## src/rtl/game_gfx_pkg.sv

```systemverilog
// Shared graphics definitions for the game datapath: screen geometry,
// colour format, the sprite blitter state encoding and a size clamp helper.
package game_gfx_pkg;

    localparam int SCREEN_W = 160;
    localparam int SCREEN_H = 120;
    localparam int COLOUR_W = 9;

    // Sprite pixels with this colour are never written to the frame buffer.
    localparam logic [COLOUR_W-1:0] TRANSPARENT = 9'h1FF;

    typedef enum logic [1:0] {
        IDLE  = 2'd0,
        RUN   = 2'd1,
        FLUSH = 2'd2,
        DONE  = 2'd3
    } blit_state_e;

    // Limit a requested sprite dimension to the largest supported one.
    function automatic logic [5:0] clamp_dim(input logic [5:0] dim, input logic [5:0] max_dim);
        logic [5:0] res;
        if (dim > max_dim) begin
            res = max_dim;
        end else begin
            res = dim;
        end
        return res;
    endfunction

endpackage

```

## src/rtl/sprite_addr_gen.sv

```systemverilog
// Column/row walker for the sprite blitter. Produces the running ROM
// address (ascending, or descending within each row when mirrored) and
// flags the final pixel of the rectangle. Addresses wrap modulo 2^ADDR_W.
module sprite_addr_gen
    import game_gfx_pkg::*;
#(
    parameter int ADDR_W = 14
) (
    input  logic              clk,
    input  logic              resetn,
    input  logic              i_load,
    input  logic              i_adv,
    input  logic              i_hflip,
    input  logic [ADDR_W-1:0] i_base,
    input  logic [5:0]        i_w,
    input  logic [5:0]        i_h,
    output logic [ADDR_W-1:0] o_addr,
    output logic [5:0]        o_col,
    output logic [5:0]        o_row,
    output logic              o_last
);

    logic [5:0]        r_col;
    logic [5:0]        r_row;
    logic [5:0]        r_w;
    logic [5:0]        r_h;
    logic              r_flip;
    logic [ADDR_W-1:0] r_addr;
    logic [ADDR_W-1:0] r_row_base;

    logic              w_col_end;
    logic [ADDR_W-1:0] w_next_row_base;
    logic [ADDR_W-1:0] w_next_addr;
    logic [ADDR_W-1:0] w_load_addr;

    // Next-address selection: step within a row, or jump to the next row start.
    always_comb begin
        w_col_end       = (r_col == (r_w - 6'd1));
        w_next_row_base = r_row_base + ADDR_W'(r_w);
        w_next_addr     = r_addr;
        if (w_col_end) begin
            if (r_flip) begin
                w_next_addr = w_next_row_base + ADDR_W'(r_w) - ADDR_W'(1'b1);
            end else begin
                w_next_addr = w_next_row_base;
            end
        end else begin
            if (r_flip) begin
                w_next_addr = r_addr - ADDR_W'(1'b1);
            end else begin
                w_next_addr = r_addr + ADDR_W'(1'b1);
            end
        end
        if (i_hflip) begin
            w_load_addr = i_base + ADDR_W'(i_w) - ADDR_W'(1'b1);
        end else begin
            w_load_addr = i_base;
        end
    end

    // Counter and address registers: load on request, step once per pixel.
    always_ff @(posedge clk or negedge resetn) begin
        if (!resetn) begin
            r_col      <= 6'd0;
            r_row      <= 6'd0;
            r_w        <= 6'd0;
            r_h        <= 6'd0;
            r_flip     <= 1'b0;
            r_addr     <= '0;
            r_row_base <= '0;
        end else if (i_load) begin
            r_col      <= 6'd0;
            r_row      <= 6'd0;
            r_w        <= i_w;
            r_h        <= i_h;
            r_flip     <= i_hflip;
            r_addr     <= w_load_addr;
            r_row_base <= i_base;
        end else if (i_adv) begin
            if (w_col_end) begin
                r_col      <= 6'd0;
                r_row      <= r_row + 6'd1;
                r_row_base <= w_next_row_base;
            end else begin
                r_col      <= r_col + 6'd1;
            end
            r_addr <= w_next_addr;
        end
    end

    assign o_addr = r_addr;
    assign o_col  = r_col;
    assign o_row  = r_row;
    assign o_last = w_col_end && (r_row == (r_h - 6'd1));

endmodule

```

## src/rtl/sprite_blit_engine.sv

```systemverilog
// Rectangular sprite blitter feeding the 160x120 VGA adapter. Reads sprite
// pixels from a synchronous ROM, emits one pixel per clock, suppresses
// transparent and off-screen pixels and pulses done when finished.
// Optional macro SPRITE_HFLIP_EN adds an hflip input that mirrors each row.
module sprite_blit_engine
    import game_gfx_pkg::*;
#(
    parameter int ADDR_W = 14,
    parameter int MAX_W  = 32,
    parameter int MAX_H  = 32
) (
    input  logic                clk,
    input  logic                resetn,
    input  logic                start,
    input  logic [ADDR_W-1:0]   base_addr,
    input  logic [7:0]          x_org,
    input  logic [6:0]          y_org,
    input  logic [5:0]          w_in,
    input  logic [5:0]          h_in,
`ifdef SPRITE_HFLIP_EN
    input  logic                hflip,
`endif
    output logic [ADDR_W-1:0]   rom_addr,
    input  logic [COLOUR_W-1:0] rom_data,
    output logic [7:0]          x,
    output logic [6:0]          y,
    output logic [COLOUR_W-1:0] colour,
    output logic                plot,
    output logic                busy,
    output logic                done
);

    blit_state_e r_state;
    blit_state_e w_next_state;

    logic [7:0]          r_x_org;
    logic [6:0]          r_y_org;
    logic                r_vld;
    logic [5:0]          r_col_d;
    logic [5:0]          r_row_d;
    logic [7:0]          r_x;
    logic [6:0]          r_y;
    logic [COLOUR_W-1:0] r_colour;
    logic                r_plot;
    logic                r_busy;
    logic                r_done;

    logic [5:0]          w_w;
    logic [5:0]          w_h;
    logic                w_hflip;
    logic                w_accept;
    logic                w_zero;
    logic                w_load;
    logic                w_adv;
    logic                w_last;
    logic [5:0]          w_col;
    logic [5:0]          w_row;
    logic [ADDR_W-1:0]   w_addr;
    logic [8:0]          w_x_sum;
    logic [7:0]          w_y_sum;
    logic                w_plot_next;

`ifdef SPRITE_HFLIP_EN
    assign w_hflip = hflip;
`else
    assign w_hflip = 1'b0;
`endif

    assign w_w      = clamp_dim(w_in, 6'(MAX_W));
    assign w_h      = clamp_dim(h_in, 6'(MAX_H));
    assign w_zero   = (w_w == 6'd0) || (w_h == 6'd0);
    assign w_accept = (r_state == IDLE) && start;
    assign w_load   = w_accept && !w_zero;
    assign w_adv    = (r_state == RUN) && !w_last;

    sprite_addr_gen #(
        .ADDR_W (ADDR_W)
    ) u_addr_gen (
        .clk     (clk),
        .resetn  (resetn),
        .i_load  (w_load),
        .i_adv   (w_adv),
        .i_hflip (w_hflip),
        .i_base  (base_addr),
        .i_w     (w_w),
        .i_h     (w_h),
        .o_addr  (w_addr),
        .o_col   (w_col),
        .o_row   (w_row),
        .o_last  (w_last)
    );

    // Blit state register.
    always_ff @(posedge clk or negedge resetn) begin
        if (!resetn) begin
            r_state <= IDLE;
        end else begin
            r_state <= w_next_state;
        end
    end

    // Next-state logic: accept a request, walk the rectangle, drain, report.
    always_comb begin
        w_next_state = r_state;
        case (r_state)
            IDLE: begin
                if (start) begin
                    if (w_zero) begin
                        w_next_state = DONE;
                    end else begin
                        w_next_state = RUN;
                    end
                end else begin
                    w_next_state = IDLE;
                end
            end
            RUN: begin
                if (w_last) begin
                    w_next_state = FLUSH;
                end else begin
                    w_next_state = RUN;
                end
            end
            FLUSH:   w_next_state = DONE;
            DONE:    w_next_state = IDLE;
            default: w_next_state = IDLE;
        endcase
    end

    // Latch the sprite origin when a request is accepted.
    always_ff @(posedge clk or negedge resetn) begin
        if (!resetn) begin
            r_x_org <= 8'd0;
            r_y_org <= 7'd0;
        end else if (w_accept) begin
            r_x_org <= x_org;
            r_y_org <= y_org;
        end
    end

    // Delay valid/column/row by one cycle to line up with the ROM read data.
    always_ff @(posedge clk or negedge resetn) begin
        if (!resetn) begin
            r_vld   <= 1'b0;
            r_col_d <= 6'd0;
            r_row_d <= 6'd0;
        end else begin
            r_vld   <= (r_state == RUN);
            r_col_d <= w_col;
            r_row_d <= w_row;
        end
    end

    // Screen position and visibility of the pixel whose colour is on rom_data.
    always_comb begin
        w_x_sum     = {1'b0, r_x_org} + {3'b000, r_col_d};
        w_y_sum     = {1'b0, r_y_org} + {2'b00, r_row_d};
        w_plot_next = r_vld
                   && (rom_data != TRANSPARENT)
                   && (w_x_sum < 9'(SCREEN_W))
                   && (w_y_sum < 8'(SCREEN_H));
    end

    // Registered pixel outputs towards the VGA adapter.
    always_ff @(posedge clk or negedge resetn) begin
        if (!resetn) begin
            r_x      <= 8'd0;
            r_y      <= 7'd0;
            r_colour <= '0;
            r_plot   <= 1'b0;
        end else begin
            r_plot <= w_plot_next;
            if (r_vld) begin
                r_x      <= w_x_sum[7:0];
                r_y      <= w_y_sum[6:0];
                r_colour <= rom_data;
            end
        end
    end

    // Registered status: busy while walking/draining, done one cycle after DONE.
    always_ff @(posedge clk or negedge resetn) begin
        if (!resetn) begin
            r_busy <= 1'b0;
            r_done <= 1'b0;
        end else begin
            r_busy <= (r_state == RUN) || (r_state == FLUSH);
            r_done <= (r_state == DONE);
        end
    end

    assign rom_addr = w_addr;
    assign x        = r_x;
    assign y        = r_y;
    assign colour   = r_colour;
    assign plot     = r_plot;
    assign busy     = r_busy;
    assign done     = r_done;

endmodule

```

## config.mk

```make
export PLATFORM = sky130hd
export DESIGN_NAME = sprite_blit_engine
export DESIGN_NICKNAME = d
export VERILOG_FILES = /design/src/rtl/game_gfx_pkg.sv /design/src/rtl/sprite_addr_gen.sv /design/src/rtl/sprite_blit_engine.sv
export SDC_FILE = /design/constraint.sdc
export NUM_CORES = 1
export LEC_CHECK = 0
export BUFFER_PORTS_ARGS = -buffer_cell sky130_fd_sc_hd__buf_2
export CAP_MARGIN = 5
export CORE_AREA = 2 2 102 104
export CTS_CLUSTER_SIZE = 14
export DETAILED_ROUTE_END_ITERATION = 10
export DIE_AREA = 0 0 104 106
export PLACE_DENSITY = 0.92
export SLEW_MARGIN = 20
export SYNTH_ARGS = -nofsm -noshare
export SYNTH_HDL_FRONTEND = slang
export SYNTH_SLANG_ARGS = --single-unit
export TNS_END_PERCENT = 100
```

## constraint.sdc

```tcl
create_clock -name clk -period 4.4 [get_ports clk]
set_clock_uncertainty 0.05 [all_clocks]
set_input_delay 0.44 -clock clk [delete_from_list [all_inputs] [get_ports clk]]
set_output_delay 0.44 -clock clk [all_outputs]
set_load 0.05 [all_outputs]
```

# After elaboration in Yosys (flattened, before gate mapping)
# Cells that the tools add are included.
word_totals:
  reg_bits: 109
  in_bits: 53
  out_inout_bits: 41
classes:
  magnitude_cmp: 4
  n_reduce_logical: 17
  addsub: 8
  n_eq_ne: 6
  n_mux: 18
ops:
  columns: ["operator", "n"]
  rows:
  - ["$mux W14", 6]
  - ["$mux W6", 8]
  - ["$add A14 B1 Y14 const B", 1]
  - ["$add A14 B6 Y14", 1]
  - ["$add A6 B1 Y6 const B", 2]
  - ["$eq A6 B6 Y1", 2]
  - ["$gt A6 B6 Y1 const B", 2]
  - ["$logic_not A6 Y1", 2]
  - ["$sub A6 B1 Y6 const B", 2]
  - ["$add A8 B6 Y9", 1]
  - ["$lt A9 B8 Y1 const B", 1]
  - ["$ne A9 B9 Y1 const B", 1]
  - ["$add A7 B6 Y8", 1]
  - ["$lt A8 B7 Y1 const B", 1]
  - ["$pmux W2 S4", 1]
  - ["$logic_and A1 B1 Y1", 7]
  - ["$mux W2", 3]
  - ["$eq A2 B2 Y1 const B", 2]
  - ["$reduce_bool A2 Y1", 2]
  - ["$eq A2 B1 Y1 const B", 1]
  - ["$logic_not A1 Y1", 2]
  - ["$logic_not A2 Y1", 1]
  - ["$logic_or A1 B1 Y1", 2]
  - ["$reduce_and A2 Y1", 1]

# Longest topological paths before layout
# Gate-level depths: netlist (run 1).
logic_depth:
  depth_word: 8
  mapped_depth: 11

# Cells and area by module
# Synthesis (run 1) repeated with hierarchy kept, for this count alone.
unflattened:
  cells_unflattened: 914
  area_unflattened_um2: 8180.3
by_module_without_submodules:
  columns: ["mod", "instances", "cells_each", "area_each_um2"]
  rows:
  - ["sprite_addr_gen", 1, 694, 5499.0]
  - ["sprite_blit_engine", 1, 220, 2681.3]

# Worst setup path before layout (run 1)
# Ideal clock, no wire load.
synth_path:
  kind: "register to register"
  startpoint: "reg u_addr_gen.r_w[1]"
  endpoint: "reg u_addr_gen.r_addr[8], in the netlist u_addr_gen.o_addr[8]"
  setup_slack_ns: 1.822
  required_time_ns: 4.228
  period_less_slack_ns: 2.578
  arrival_time_ns: 2.406
  stages_incl_launch_ff: 11
  path_buffers: 1
  setup_ns: 0.122
  cell_sequence: "dfrtp_1 > inv_1 > ha_1 > or3b_1 > a211oi_2 > o211ai_2 > o41ai_2 > and2_1 > buf_4 > a21oi_1 > o22a_1"
synth_between:
  elab_chain_len: 6
synth_rtl:
  columns: ["item", "line_no", "source"]
  rows:
  - ["start, declared", "sprite_addr_gen.sv:25", "logic [5:0] r_w;"]
  - ["start signal, assigned", "sprite_addr_gen.sv:74", "r_w <= i_w;"]
  - ["$sub A6 B1 Y6", "sprite_addr_gen.sv:38", "w_col_end = (r_col == (r_w - 6'd1));"]
  - ["$eq A6 B6 Y1", "sprite_addr_gen.sv:38", null]
  - ["$logic_and A1 B1 Y1", "sprite_addr_gen.sv:94", "assign o_last = w_col_end && (r_row == (r_h - 6'd1));"]
  - ["$logic_not A1 Y1", "sprite_blit_engine.sv:74", "assign w_adv = (r_state == RUN) && !w_last;"]
  - ["$logic_and A1 B1 Y1", "sprite_blit_engine.sv:74", null]
  - ["$reduce_bool A2 Y1 (no source line)", null, null]
  - ["end signal, assigned", "sprite_addr_gen.sv:77", "r_addr <= w_load_addr;"]
  - ["end signal, assigned", "sprite_addr_gen.sv:87", "r_addr <= w_next_addr;"]
  - ["end, declared", "sprite_addr_gen.sv:28", "logic [ADDR_W-1:0] r_addr;"]
# Parallel ways exist; a longest one is shown, timed or not. The select of a mux whose other input is x is not followed.
# A chain may end at the register's enable or synchronous reset.

# Final worst setup path (run 1)
layout_path:
  startpoint: "reg u_addr_gen.r_w[1]"
  endpoint: "reg u_addr_gen.r_row[5], in the netlist u_addr_gen.o_row[5]"
layout_between:
  elab_chain_len: 7
layout_rtl:
  columns: ["item", "line_no", "source"]
  rows:
  - ["$sub A6 B1 Y6 *", "sprite_addr_gen.sv:38", null]
  - ["$eq A6 B6 Y1 *", "sprite_addr_gen.sv:38", null]
  - ["$logic_and A1 B1 Y1", "sprite_addr_gen.sv:94", null]
  - ["$logic_not A1 Y1", "sprite_blit_engine.sv:74", null]
  - ["$logic_and A1 B1 Y1", "sprite_blit_engine.sv:74", null]
  - ["$reduce_bool A2 Y1 (no source line)", null, null]
  - ["$reduce_and A2 Y1 (no source line) *", null, null]
  - ["end signal, assigned", "sprite_addr_gen.sv:82", "r_row <= r_row + 6'd1;"]
  - ["end, declared", "sprite_addr_gen.sv:24", "logic [5:0] r_row;"]
# Mark *: on every way between the ends. The rest lies on a longest branch, timed or not.

==> flow_summary_export.csv, run 1 <==
group,metric,value,unit
run_status,outcome,"finished, final reports clean",
setup_path,critPathMaxFanout,14,
cts,cts_root_buffer,"clkbuf_8",
floorplan,die_h,106,um
floorplan,die-area,11020,um^2
global_routing,grt-ovfl-total,0,
setup_path,cp-end-kind,"register",
placement,dp_slack,1.249,ns
timing,rsz0062_at_grt,"false",
global_routing,grt_max_degree,81,
cts,postCtsHoldBufs,0,
placement,gp_congestion,0.9116,
timing,tns,0,ns
floorplan,num_rows,37,
power,power_density,778.4,nW/um^2
drt,drtPass1Iterations,5,
hold_path,hold_class,"input pin to async pin",
cts,clkTransAtPathRegs,0.10,ns
synth,synth_nets,687,
synth,avgSynthCellArea,10.02,um^2
setup_path,required,4.67,ns
setup_path,regToRegSetupSlack,1.17,ns
setup_path,crit_type,"register to register",
power,p_leak,3.173,nW
final_layout,diodes,0,
timing,drv_slew,0,
final_layout,post-route-cell-area,6834,um^2
floorplan,coreArea,10000,um^2
global_routing,track_usage,0.2666,
timing,slew-limit-headroom,0.3845,
synth,post-synth-top-area-cell,"dfrtp_1",
synth,synth_seq_cells,109,
timing,setup_ws,1.171,ns
cts,clockBufferDepth,2,
timing,period_share,0.7339,
synth,netlist_area,6045,um^2
final_layout,final_core_util,0.6834,
final_layout,drive_gt1_frac,0.2291,
global_routing,grt_pass1_vias,5048,
drt,wl_per_cell,16.87,um
cts,cts_tree,"done",
synth,ys_warn_count,0,
setup_path,crit_path_start_kind,"register",
drt,drtIter0Drc,445,
synth,synth_edf_count,0,
synth,seq_area_frac_synth,0.4513,
global_routing,antenna_found_initial,0,
placement,dp_cells,814,
timing,period_needed,3.229,ns
timing,timing.fmax,309.7,MHz
floorplan,io_pins,94,
timing,finalHoldViolCount,0,
synth,ys.flop_type,"dfrtp_1",
floorplan,die-width,104,um
placement,dp_hpwl,10.29,mm
flow_run,maxCapViolCount,0,
final_layout,fillCellCount,769,
floorplan,start_util,0.6045,
timing,holdWs,0.02213,ns
cts,cts_sinks,109,
placement,port_buffers,93,
cts,numCtsBuffers,9,
final_layout,final_nets,773,
drt,ant_nets,0,
synth,synth.distinct_cells,60,
final_layout,finalNonFillerCells,830,
timing,finalSetupViolCount,0,
power,total_power,5.320,mW
drt,via_count,5044,
power,ir_drop,0.0004071,V
synth,synth_area_leaders,"dfrtp_1, mux2_2, ha_1",
cts,insertion_delay,0.39,ns
drt,drc_errors,0,
synth,synthCells,603,
synth,async_reset_ff_frac,1.000,
cts,postCtsSetupRepairBufs,0,
final_layout,area_growth,13.06,%
cts,htree_levels,3,
drt,wl,14.00,mm
setup_path,cp_data_arrival_time,3.50,ns
global_routing,grt_first_pass_wirelength,23.65,mm
drt,vias_per_cell,6.077,
cts,cts_resized,0,
synth,netlist.area_leader.share,0.4513,
placement,placed_area,6629,um^2
timing,worst_slew_pin_slew,0.9233,ns
## area by class of cell
class                      instances  area, um^2  area share
clock buffer                      11       141.4     0.02069
clock inverter                     5       58.81    0.008605
inverter                          24       90.09     0.01318
multi-input combinational        446        3128      0.4577
sequential                       109        2729      0.3993
tap                              136       170.2     0.02490
timing repair buffer              99       516.7     0.07561
## state kept, by name, summed over array words and instances (netlist names)
signal                 cells
r_vld                      1
u_addr_gen.o_row           6
done                       1
r_col_d                    6
busy                       1
y                          7
colour                     9
x                          8
r_state                    2
plot                       1
r_y_org                    7
u_addr_gen.o_addr         14
u_addr_gen.o_col           6
u_addr_gen.r_row_base     14
r_x_org                    8
u_addr_gen.r_w             6
u_addr_gen.r_h             6
r_row_d                    6
## cell usage in the layout (no fill, tap or decap), types with 13 or more instances in the layout
| cell type | synthesis | layout |
|---|---|---|
| dfrtp_1 | 109 | 108 |
| buf_2 | 4 | 92 |
| nand2_1 | 57 | 57 |
| nor2_1 | 39 | 39 |
| mux2_2 | 37 | 37 |
| a21oi_1 | 29 | 29 |
| o21ai_0 | 29 | 29 |
| nand3_1 | 29 | 29 |
| ha_1 | 28 | 28 |
| inv_1 | 24 | 24 |
| xor2_1 | 24 | 24 |
| xnor2_1 | 22 | 22 |
| nor3_1 | 15 | 15 |
| nand3b_1 | 13 | 13 |
## kinds of logic (layout without fill, tap and decap cells)
group / Yosys count / count (layout) / synth area share
compound gates: 125 / 125 / 0.1397
xor+xnor: 46 / 46 / 0.06665
simple gates: 201 / 201 / 0.1644
flops: 109 / 109 / 0.4513
fa+ha+maj: 31 / 31 / 0.06790
mux: 43 / 43 / 0.07887
buf+inv: 48 / 139 / 0.03126
## cells in the mapped netlist (2+ instances only)
cell,instances
a21boi_0,3
nand3_1,29
mux2i_1,6
nor2_1,39
or4_1,4
nand4_1,10
a21o_1,4
xor2_1,24
o211ai_1,4
xnor2_1,22
o22a_1,3
a211o_1,2
a31oi_1,10
o311ai_0,2
nand2b_1,4
a31o_2,2
a21oi_1,29
mux2_2,37
nor3_1,15
o31ai_1,2
o21ai_0,29
fa_1,3
o22ai_1,3
inv_1,24
o21a_1,2
a211oi_1,5
nor2b_1,8
a211oi_2,2
and2_1,2
and4_1,2
dfrtp_1,109
nand2_1,57
and3_1,8
nand3b_1,13
buf_2,4
a22oi_1,3
o21bai_1,2
a41oi_1,2
or3_1,4
o211a_1,3
nor4_1,3
o2111a_1,2
clkbuf_1,18
ha_1,28
## where the power goes
part	leakage, nW	internal, mW	switching (mW)	total [mW]
sequential	1.33	1.41	0.431	1.84
combinational	1.74	1.05	1.80	2.85
clock	0.0959	0.280	0.349	0.630
total	3.17	2.74	2.58	5.32
## metal layers
layer  wire length (um)  share of wire  GRT usage
met2               6898           0.49     0.4422
met4                411          0.029     0.1178
met5                  0              0          0
met1               5743           0.41     0.3425
met3                948          0.068    0.05273
## critical path: stages (launching register included)
cell and delay (ns):
dfrtp_1 0.46, inv_1 0.11, ha_1 0.22, or3b_1 0.38, a211oi_2 0.25, o211ai_2 0.17, a211oi_2 0.22, buf_4 0.21
nand2_1 0.29, or4_1 0.64, a21oi_1 0.16
## final timing paths
kind / start / cells after the start / to
min in group clk: y_org[0] / 2 / r_y_org[0]$_DFFE_PN0P_
max: u_addr_gen.r_w[1]$_DFFE_PN0P_ / 10 / u_addr_gen.o_row[5]$_DFFE_PN0P_
min: resetn / 1 / colour[1]$_DFFE_PN0P_
max reg2reg: u_addr_gen.r_w[1]$_DFFE_PN0P_ / 10 / u_addr_gen.o_row[5]$_DFFE_PN0P_
min reg2reg: u_addr_gen.o_row[5]$_DFFE_PN0P_ / 0 / r_row_d[5]$_DFF_PN0_
max in group asynchronous: resetn / 2 / busy$_DFF_PN0_
No activity file was read; power rests on OpenSTA's default activity.
==> inputs of run 2 (changes only) <==
--- a/config.mk
+++ b/config.mk
@@ -5,13 +5,14 @@
 export SDC_FILE = /design/constraint.sdc
 export NUM_CORES = 1
 export LEC_CHECK = 0
+export ABC_AREA = 1
 export BUFFER_PORTS_ARGS = -buffer_cell sky130_fd_sc_hd__buf_2
 export CAP_MARGIN = 5
-export CORE_AREA = 2 2 102 104
+export CORE_AREA = 2 2 109 111
 export CTS_CLUSTER_SIZE = 14
 export DETAILED_ROUTE_END_ITERATION = 10
-export DIE_AREA = 0 0 104 106
-export PLACE_DENSITY = 0.92
+export DIE_AREA = 0 0 111 113
+export PLACE_DENSITY = 0.86
 export SLEW_MARGIN = 20
 export SYNTH_ARGS = -nofsm -noshare
 export SYNTH_HDL_FRONTEND = slang
==> constraint.sdc (replaced) <==
create_clock -name clk -period 3.16 [get_ports clk]
set_clock_uncertainty 0.05 [all_clocks]
set_input_delay 0.316 -clock clk [delete_from_list [all_inputs] [get_ports clk]]
set_output_delay 0.316 -clock clk [all_outputs]
set_load 0.05 [all_outputs]
==> flow_summary_export.csv, run 2 <==
group,metric,value,unit
timing,tns,0,ns
final_layout,final_nets,1005,
final_layout,drive_gt1_frac,0.1749,
synth,async_reset_ff_frac,1.000,
synth,synth.distinct_cells,34,
cts,insertion_delay,0.35,ns
cts,numCtsBuffers,9,
timing,slew-limit-headroom,0.4090,
synth,synth_area_leaders,"dfrtp_1, nand2_1, ha_1",
global_routing,grt-ovfl-total,0,
placement,gp_congestion,0.8787,
cts,postCtsSetupRepairBufs,0,
floorplan,coreArea,11270,um^2
global_routing,grt_max_degree,65,
power,p_leak,3.958,nW
synth,yosysMostFrequentCell,"nand2_1",
synth,synth_seq_cells,109,
drt,ant_nets,0,
setup_path,worstPathCellList,"inv_2 -> ha_1 -> inv_1 -> nand2_1 -> nand2_1 -> nand2_1 -> nand3_1 -> nor2_1 -> nand3_1 -> nand2_2 -> nand2_1 -> nand2_1 -> nand2_1 -> nand2_1 -> nand2_1",
synth,synthCells,833,
setup_path,cp-end-kind,"register",
drt,drc_errors,0,
setup_path,reg2reg_depth,15,
final_layout,regArea,2728,um^2
timing,timing.fmax,397.0,MHz
synth,synth_nets,917,
setup_path,required,3.36,ns
placement,port_buffers,93,
floorplan,die-width,111,um
setup_path,critPathSlowestCell,"nand2_2",
cts,cts_root_buffer,"clkbuf_16",
synth,netlist.area_leader.share,0.4234,
placement,dp_hpwl,10.84,mm
global_routing,grt_pass1_vias,5344,
drt,wl,14.32,mm
floorplan,start_util,0.5715,
synth,avgSynthCellArea,7.734,um^2
setup_path,regToRegSetupSlack,0.64,ns
final_layout,diodes,0,
setup_path,cp_data_arrival_time,2.71,ns
floorplan,die_h,113,um
power,power_density,1020,nW/um^2
setup_path,max_stage_delay,0.53,ns
setup_path,regToRegStartpoint,"u_addr_gen.r_w[0]$_DFFE_PN0P_",
timing,finalSetupViolCount,0,
cts,cts_resized,0,
global_routing,track_usage,0.2413,
setup_path,crit_path_start_kind,"register",
drt,via_count,5587,
global_routing,grt_first_pass_wirelength,24.79,mm
final_layout,final_core_util,0.6485,
timing,setup_ws,0.6412,ns
final_layout,area_growth,13.46,%
global_routing,antenna_found_initial,0,
synth,synthTopCellsByCount,"nand2_1, dfrtp_1, inv_1",
run_status,outcome,"finished, final reports clean",
cts,cts_sinks,109,
cts,clockBufferDepth,2,
timing,rsz0062_at_grt,"false",
setup_path,critPathMaxFanout,21,
timing,drv_slew,0,
final_layout,final_cell_mix,"nand2_1, dfrtp_1, buf_2, inv_1, nand3_1",
placement,dp_cells,1053,
synth,synth_edf_count,0,
power,ir_drop,0.0007444,V
synth,netlist_area,6442,um^2
final_layout,finalNonFillerCells,1069,
synth,seq_area_frac_synth,0.4234,
timing,period_needed,2.519,ns
setup_path,crit_family,"simple AND/OR/NAND/NOR gates",
setup_path,cpMostUsedCell,"nand2_1",
timing,worst_slew_pin_slew,0.8855,ns
drt,wl_per_cell,13.40,um
hold_path,hold_class,"input pin to async pin",
timing,period_share,0.7971,
drt,drtIter0Drc,445,
cts,clkTransAtPathRegs,0.07,ns
drt,drtPass1Iterations,5,
cts,cts_tree,"done",
placement,dp_slack,0.6990,ns
final_layout,multi_input_area,3278,um^2
floorplan,die-area,12540,um^2
synth,ys_warn_count,0,
setup_path,reg2reg_to,"u_addr_gen.o_addr[4]$_DFFE_PN0P_",
floorplan,num_rows,39,
drt,vias_per_cell,5.226,
final_layout,fillCellCount,944,
timing,finalHoldViolCount,0,
final_layout,final_common_cell,"nand2_1",
setup_path,crit_type,"register to register",
setup_path,critPathBufInv,2,
cts,postCtsHoldBufs,0,
floorplan,io_pins,94,
synth,ys.flop_type,"dfrtp_1",
flow_run,maxCapViolCount,0,
synth,post-synth-top-area-cell,"dfrtp_1",
cts,htree_levels,3,
[run 2: worst max path at each step]
| stage | start | endpoint | slack, ns | cells after the start |
|---|---|---|---|---|
| 3_5_place_dp | u_addr_gen.r_w[0]$_DFFE_PN0P_ | u_addr_gen.o_addr[4]$_DFFE_PN0P_ | 0.70 | 15 |
| 3_3_place_gp | u_addr_gen.r_w[0]$_DFFE_PN0P_ | u_addr_gen.o_addr[4]$_DFFE_PN0P_ | 0.78 | 12 |
| 6_report | u_addr_gen.r_w[0]$_DFFE_PN0P_ | u_addr_gen.o_addr[4]$_DFFE_PN0P_ | 0.64 | 15 |
| 5_1_grt | u_addr_gen.r_w[1]$_DFFE_PN0P_ | u_addr_gen.o_addr[4]$_DFFE_PN0P_ | 0.44 | 15 |
| 2_1_floorplan | u_addr_gen.o_addr[0]$_DFFE_PN0P_ | u_addr_gen.o_addr[12]$_DFFE_PN0P_ | 1.09 | 14 |
| 4_1_cts | u_addr_gen.r_w[1]$_DFFE_PN0P_ | u_addr_gen.o_addr[4]$_DFFE_PN0P_ | 0.67 | 12 |
[run 2: kinds of logic (layout without fill, tap and decap cells)]
kind of cell | count (synthesis) | after routing | share of synthesized area
buffers and inverters | 103 | 196 | 0.06817
AO/OA/AOI/OAI | 65 | 65 | 0.05419
adder cells (fa/ha/maj) | 31 | 31 | 0.06370
multiplexers | 11 | 11 | 0.01923
AND/OR/NAND/NOR | 476 | 476 | 0.3197
flip-flops | 109 | 109 | 0.4234
XOR/XNOR | 38 | 38 | 0.05166
[run 2: layout make-up]
cell class	instances	share of cell area
Clock buffer	10	0.03269
Clock inverter	6	0.006162
Inverter	78	0.04005
Multi-Input combinational cell	621	0.4485
Sequential cell	109	0.3732
Tap cell	143	0.02448
Timing Repair Buffer	102	0.07497
[run 2: metrics by stage]
step	power, mW	hold slack (ns)	area (um^2)
2_1_floorplan	5.467	-0.02959	6442
3_3_place_gp	6.221	0.3975	7025
3_5_place_dp	6.362	0.3974	7025
4_1_cts	7.467	0.04682	7310
5_1_grt	8.051	0.09124	7310
6_report	7.458	0.005952	7310
[run 2: power breakdown]
part / internal, mW / switching (mW)
combinational: 1.21 / 2.75
sequential: 1.94 / 0.465
clock: 0.561 / 0.529
[run 2: routing by layer]
metal,part of all wire,track usage,up-vias
met2,0.46,0.3771,170
met4,0.020,0.08500,0
met5,0,0,-
met3,0.056,0.04017,23
li1,-,-,2819
met1,0.47,0.3448,2575
